[config.mk]
export PLATFORM = sky130hd
export DESIGN_NAME = chg_event_gen_flat
export DESIGN_NICKNAME = d
export VERILOG_FILES = /design/src/rtl/chg_event_gen_pkg.sv /design/src/rtl/chg_event_gen_if.sv /design/src/rtl/chg_event_gen_dly_cnt.sv /design/src/rtl/chg_event_gen.sv /design/src/flat_wrapper.sv
export SDC_FILE = /design/constraint.sdc
export NUM_CORES = 1
export LEC_CHECK = 0
export ABC_AREA = 1
export BUFFER_PORTS_ARGS = -buffer_cell sky130_fd_sc_hd__buf_4
export CAP_MARGIN = 5
export CORE_MARGIN = 8
export CORE_UTILIZATION = 51
export CTS_CLUSTER_SIZE = 25
export DETAILED_ROUTE_END_ITERATION = 16
export HOLD_SLACK_MARGIN = 0.08
export PLACE_DENSITY = 0.79
export SKIP_CTS_REPAIR_TIMING = 1
export SYNTH_ARGS = -nofsm -noshare
export SYNTH_HDL_FRONTEND = slang
export SYNTH_HIERARCHICAL = 1
export SYNTH_SLANG_ARGS = --single-unit
[constraint.sdc]
create_clock -name clk -period 1.5 [get_ports clk]
set_input_delay 0.15 -clock clk [delete_from_list [all_inputs] [get_ports clk]]
set_output_delay 0.15 -clock clk [all_outputs]
set_load 0.01 [all_outputs]
[src/rtl/chg_event_gen_pkg.sv]
// Shared types and helpers for the programmable level-change stimulus generator.
package chg_event_gen_pkg;

  typedef enum logic {
    IDLE = 1'b0,
    WAIT = 1'b1
  } chg_gen_state_e;

  localparam int unsigned DLY_W_DEF = 8;

  // Largest delay a DLY_W-bit command can request.
  function automatic int unsigned max_delay(input int unsigned dly_w);
    return (32'd1 << dly_w) - 32'd1;
  endfunction

  localparam int unsigned MAX_DELAY_DEF = max_delay(DLY_W_DEF);

endpackage

[src/rtl/chg_event_gen_if.sv]
// Command channel of chg_event_gen: valid/ready handshake carrying delay and value, plus abort.
interface chg_event_gen_if #(
  parameter int unsigned WIDTH = 1,
  parameter int unsigned DLY_W = 8
);

  logic             cmd_valid;
  logic             cmd_ready;
  logic [DLY_W-1:0] cmd_delay;
  logic [WIDTH-1:0] cmd_value;
  logic             cmd_abort;

  modport master (
    output cmd_valid, cmd_delay, cmd_value, cmd_abort,
    input  cmd_ready
  );

  modport slave (
    input  cmd_valid, cmd_delay, cmd_value, cmd_abort,
    output cmd_ready
  );

endinterface

[src/rtl/chg_event_gen_dly_cnt.sv]
// Loadable down-counter that times the wait between command accept and apply.
module chg_event_gen_dly_cnt #(
  parameter int unsigned DLY_W = 8
) (
  input  logic             clk,
  input  logic             rst,
  input  logic             load,
  input  logic [DLY_W-1:0] load_val,
  input  logic             en,
  output logic             zero
);

  logic [DLY_W-1:0] cnt;

  always_ff @(posedge clk) begin
    if (rst) begin
      cnt <= '0;
    end else if (load) begin
      cnt <= load_val;
    end else if (en && (cnt != '0)) begin
      cnt <= cnt - DLY_W'(1);
    end
  end

  assign zero = (cnt == '0);

endmodule

[src/rtl/chg_event_gen.sv]
// Programmable level-change stimulus generator: applies a commanded value after a programmed delay.
// Optional change counter (evt_count) is built when CHG_EVENT_GEN_CNT_EN is defined.
module chg_event_gen
  import chg_event_gen_pkg::*;
#(
  parameter int unsigned      WIDTH    = 1,
  parameter int unsigned      DLY_W    = DLY_W_DEF,
  parameter logic [WIDTH-1:0] INIT_VAL = '0
`ifdef CHG_EVENT_GEN_CNT_EN
  , parameter int unsigned    CNT_W    = 16
`endif
) (
  input  logic             clk,
  input  logic             rst,
  chg_event_gen_if.slave   cmd_if,
  output logic [WIDTH-1:0] sig_out,
  output logic             done,
  output logic             aborted,
  output logic             evt_pulse
`ifdef CHG_EVENT_GEN_CNT_EN
  , output logic [CNT_W-1:0] evt_count
`endif
);

  chg_gen_state_e   state;
  chg_gen_state_e   state_nxt;
  logic [WIDTH-1:0] val_q;
  logic             cnt_zero;
  logic             cnt_load;
  logic             cnt_en;
  logic             apply_c;
  logic             abort_c;
  logic             chg_c;

  chg_event_gen_dly_cnt #(
    .DLY_W (DLY_W)
  ) u_dly_cnt (
    .clk      (clk),
    .rst      (rst),
    .load     (cnt_load),
    .load_val (cmd_if.cmd_delay),
    .en       (cnt_en),
    .zero     (cnt_zero)
  );

  always_ff @(posedge clk) begin
    if (rst) begin
      state <= IDLE;
    end else begin
      state <= state_nxt;
    end
  end

  // Abort takes priority over an apply that falls due in the same cycle.
  always_comb begin
    state_nxt = state;
    unique case (state)
      IDLE: if (cmd_if.cmd_valid) state_nxt = WAIT;
      WAIT: if (cmd_if.cmd_abort || cnt_zero) state_nxt = IDLE;
    endcase
  end

  always_comb begin
    cnt_load = 1'b0;
    cnt_en   = 1'b0;
    apply_c  = 1'b0;
    abort_c  = 1'b0;
    unique case (state)
      IDLE: cnt_load = cmd_if.cmd_valid;
      WAIT: begin
        abort_c = cmd_if.cmd_abort;
        apply_c = !cmd_if.cmd_abort && cnt_zero;
        cnt_en  = !cmd_if.cmd_abort;
      end
    endcase
  end

  assign cmd_if.cmd_ready = (state == IDLE);
  assign chg_c            = (val_q != sig_out);

  always_ff @(posedge clk) begin
    if (rst) begin
      sig_out   <= INIT_VAL;
      val_q     <= INIT_VAL;
      done      <= 1'b0;
      aborted   <= 1'b0;
      evt_pulse <= 1'b0;
    end else begin
      done      <= apply_c;
      aborted   <= abort_c;
      evt_pulse <= apply_c && chg_c;
      if (apply_c) sig_out <= val_q;
      if (cnt_load) val_q <= cmd_if.cmd_value;
    end
  end

`ifdef CHG_EVENT_GEN_CNT_EN
  // Saturating count of real changes; only reset clears it.
  always_ff @(posedge clk) begin
    if (rst) begin
      evt_count <= '0;
    end else if (apply_c && chg_c && (evt_count != '1)) begin
      evt_count <= evt_count + CNT_W'(1);
    end
  end
`endif

endmodule

[src/flat_wrapper.sv]
// flat-port wrapper written by rule: the top's interface ports become plain ports
module chg_event_gen_flat import chg_event_gen_pkg::*;
#(
  parameter int unsigned      WIDTH    = 1,
  parameter int unsigned      DLY_W    = DLY_W_DEF,
  parameter logic [WIDTH-1:0] INIT_VAL = '0

)
  (clk, rst, sig_out, done, aborted, evt_pulse, cmd_if_cmd_valid, cmd_if_cmd_delay, cmd_if_cmd_value, cmd_if_cmd_abort, cmd_if_cmd_ready);
  chg_event_gen_if #(.WIDTH(WIDTH), .DLY_W(DLY_W)) cmd_if_i ();
  input  logic clk;
  input  logic rst;
  output logic [WIDTH-1:0] sig_out;
  output logic done;
  output logic aborted;
  output logic evt_pulse;
  input wire logic [$bits(cmd_if_i.cmd_valid)-1:0] cmd_if_cmd_valid;
  input wire logic [$bits(cmd_if_i.cmd_delay)-1:0] cmd_if_cmd_delay;
  input wire logic [$bits(cmd_if_i.cmd_value)-1:0] cmd_if_cmd_value;
  input wire logic [$bits(cmd_if_i.cmd_abort)-1:0] cmd_if_cmd_abort;
  output wire logic [$bits(cmd_if_i.cmd_ready)-1:0] cmd_if_cmd_ready;
  assign cmd_if_i.cmd_valid = cmd_if_cmd_valid;
  assign cmd_if_i.cmd_delay = cmd_if_cmd_delay;
  assign cmd_if_i.cmd_value = cmd_if_cmd_value;
  assign cmd_if_i.cmd_abort = cmd_if_cmd_abort;
  assign cmd_if_cmd_ready = cmd_if_i.cmd_ready;
  chg_event_gen #(.WIDTH(WIDTH), .DLY_W(DLY_W), .INIT_VAL(INIT_VAL)) u_core (.clk(clk), .rst(rst), .cmd_if(cmd_if_i), .sig_out(sig_out), .done(done), .aborted(aborted), .evt_pulse(evt_pulse));
endmodule
==> summary.md <==
| Metric | Value |
|---|---|
| Status | finished clean |
| First-pass GRT wire length | 3180 um |
| Root buf cell | clkbuf_4 |
| Post-DRT Antenna Nets | 0 |
| Final period util | 91.65% |
| Commonest non-fill, non-tap cell in the layout | nand2_1 |
| Initial Utilization | 54.65% |
| Crit path cell chain | inv_1, ha_1, nand2_1, nor2_1, nor2_1, nand3_1, nand3_1, nand2_1, inv_1 |
| Peak VDD IR | 615.2 uV |
| Net Sw Frac | 34.71% |
| Fillcell total | 159 |
| Syn Nets | 147 |
| Hold violation total from the final report | 0 |
| NetSw | 0.3319 mW |
| Fin util | 66.86% |
| Setup Skew | 0.003142 ns |
| Startpoint type of the worst setup path | flop |
| Vias post-DR | 842 |
| Met2 GRT Util | 19.97% |
| Diodes inserted | 0 |
| Power Internal | 0.6243 mW |
| CP max stage cell | dfxtp_1 |
| Syn Inst Count | 132 |
| RSZ-0062 raised after global routing | no |
| Clock tree buffer depth | 2 |
| Delay-heaviest family, CP | simple AND/OR/NAND/NOR gates |
| Fin Setup TNS | 0 ns |
| WP data arrival | 1.55 ns |
| Final max-slew violation count | 0 |
| GPL Wtd Cong | 0.8674 |
| Setup CP Type | flop to flop |
| Share of the yosys chip area belonging to registers | 34.04% |
| Initial antenna violation count | 0 |
| Pre-CTS setup slack | 0.1440 ns |
| M1 GR Usage | 14.10% |
| Post-synth top area share | 34.04% |
| Hold Path Depth | 2 |
| Post-Syn Area | 823.3 um^2 |
| Die Wd | 56.18 um |
| Crit end category | flop |
| Routed WL | 1962 um |
| WHS | 0.1196 ns |
| Sequential share of power | 44.6% |
| Layout net count | 170 |
| Layout cells sized above 1 | 21.57% |
| CTS tree | done |
| Clock share of power | 21.0% |
| CP bufs+invs | 2 |
| Max cap viols | 0 |
| Core footprint | 0.001506 mm^2 |
| Tmin final | 1.375 ns |
| Yosys top cell by area | dfxtp_1 |
| Cts bufs inserted | 3 |
| DRT Pass-1 Iters | 4 |
| CTS Sinks | 14 |
| PnR Total Power | 0.9563 mW |
| Die ar. | 0.003156 mm^2 |
| Gr busiest metal | met2 |
| Final worst slack | 0.1253 ns |
| Routed len/inst | 11.61 um |
| GRT met3 Usage | 3.653% |
| Htree depth | 1 |
| CP peak stage delay | 0.32 ns |
| Synth warn | 6 |
| Row count | 14 |
| DP HPWL | 1626 um |
| Slew @ Worst Pin | 0.3077 ns |
| Commonest non-fill, non-tap cells in the layout | 36 x nand2_1, 20 x nor2_1, 19 x buf_4, 17 x inv_1, 15 x nand3_1 |
| Clock insertion delay at the later pin of the skew report | 0.27 ns |
| DIE HEIGHT | 56.18 um |
| GR Overflow Total | 0 |
| FF-to-FF path depth | 9 |
| Post-route DRC | 0 |
| Endpoints failing setup | 0 |
| Combinational power share | 34.4% |
| Cell variety after synth | 21 |
| Req. time, crit path | 1.67 ns |
| Syn Area/Cell | 6.237 um^2 |
| Critical Path Stages | 9 |
| Pwr per Cell Area | 949.4 mW/mm^2 |
| Port bufs | 17 |
| Io pins | 18 |
| Clock slew at reported path FFs | 0.08 ns |
| GR Util All Layers | 12.16% |
| Static Leak | 0.5371 nW |
| Number of synthesized register bits | 14 |
| Layout area overhead | 22.34% |
| Max frequency | 727.4 MHz |
| Vias/cell | 4.982 |
| Largest net degree at the start of global routing | 11 |
| Hold crit path type | input pin to flop |
| Vias in the first global route | 744 |
| Highest net fanout along the worst path | 7 |
| Starting DRC count in detailed routing | 20 |
| Max-slew headroom at the worst pin | 79.41% |
| Synth top area cells | dfxtp_1 34%, nand2_1 16%, nand3_1 9.1% |
-- final timing paths --
kind | startpoint | endpoint | slack [ns]
max | u_core/u_dly_cnt/cnt[0]$_SDFFE_PP0P_ | u_core/u_dly_cnt/cnt[5]$_SDFFE_PP0P_ | 0.13
min | rst | u_core/done$_SDFF_PP0_ | 0.12
max reg2reg | u_core/u_dly_cnt/cnt[0]$_SDFFE_PP0P_ | u_core/u_dly_cnt/cnt[5]$_SDFFE_PP0P_ | 0.13
min reg2reg | u_core/state$_SDFF_PP0_ | u_core/aborted$_SDFF_PP0_ | 0.50
-- per-stage QoR --
step	cell area (um^2)	std cells
2_1_floorplan	823.3	132
3_3_place_gp	982.2	166
3_5_place_dp	982.2	166
4_1_cts	1005	169
5_1_grt	1007	169
6_report	1007	169
-- cell usage after synthesis --
cell	instances
clkinv_2	1
nor3_1	2
xor2_1	1
inv_2	3
o21ai_1	1
nand2_2	2
and2_1	1
o21ai_0	4
dfxtp_1	14
ha_1	2
a21oi_1	4
nand2_1	36
nor2_2	2
nand3_2	1
xnor2_1	1
inv_1	17
nand2_4	2
nand4_1	2
nand3_1	15
nor2_1	20
clkbuf_1	1
-- per-layer routing --
layer  wire length [um]  vias to the layer above  part of all wire, %
li1                   -                      452                    -
met1                864                      364                   44
met2                950                       24                   48
met3                137                        2                  7.0
met4                  9                        0                 0.46
met5                  0                        -                    0
-- worst reg2reg max path, stage by stage, from the launching register on --
cell	delay [ns]
dfxtp_1	0.32
inv_1	0.16
ha_1	0.17
nand2_1	0.06
nor2_1	0.20
nor2_1	0.09
nand3_1	0.09
nand3_1	0.08
nand2_1	0.07
inv_1	0.04
-- area by class of cell --
| type | count | area (um^2) | share of cell area [%] |
|---|---|---|---|
| Timing Repair Buffer | 19 | 142.6 | 14.16 |
| Inverter | 21 | 82.58 | 8.199 |
| Tap cell | 16 | 20.02 | 1.988 |
| Sequential cell | 14 | 280.3 | 27.83 |
| Clock buffer | 3 | 22.52 | 2.236 |
| Multi-Input combinational cell | 96 | 459.2 | 45.59 |
-- state kept, by name, summed over array words and instances (netlist names) --
name / flops
u_core/u_dly_cnt/cnt: 8
u_core/aborted: 1
u_core/done: 1
u_core/evt_pulse: 1
u_core/sig_out: 1
u_core/state: 1
u_core/val_q: 1
-- power by group through the flow --
stage	combinational (mW)	clock, mW	sequential [mW]
floorplan	0.231	0	0.433
global placement	0.313	0	0.435
detailed placement	0.323	0	0.435
CTS	0.325	0.207	0.427
global route	0.368	0.224	0.431
finish	0.329	0.201	0.427
-- cells by family after synthesis --
kind of cell	synth area share, %
AO/OA/AOI/OAI	5.471
AND/OR/NAND/NOR	45.14
buffers and inverters	10.18
XOR/XNOR	2.128
adder cells (fa/ha/maj)	3.039
flip-flops	34.04
Power figures use the tool's default switching activity.
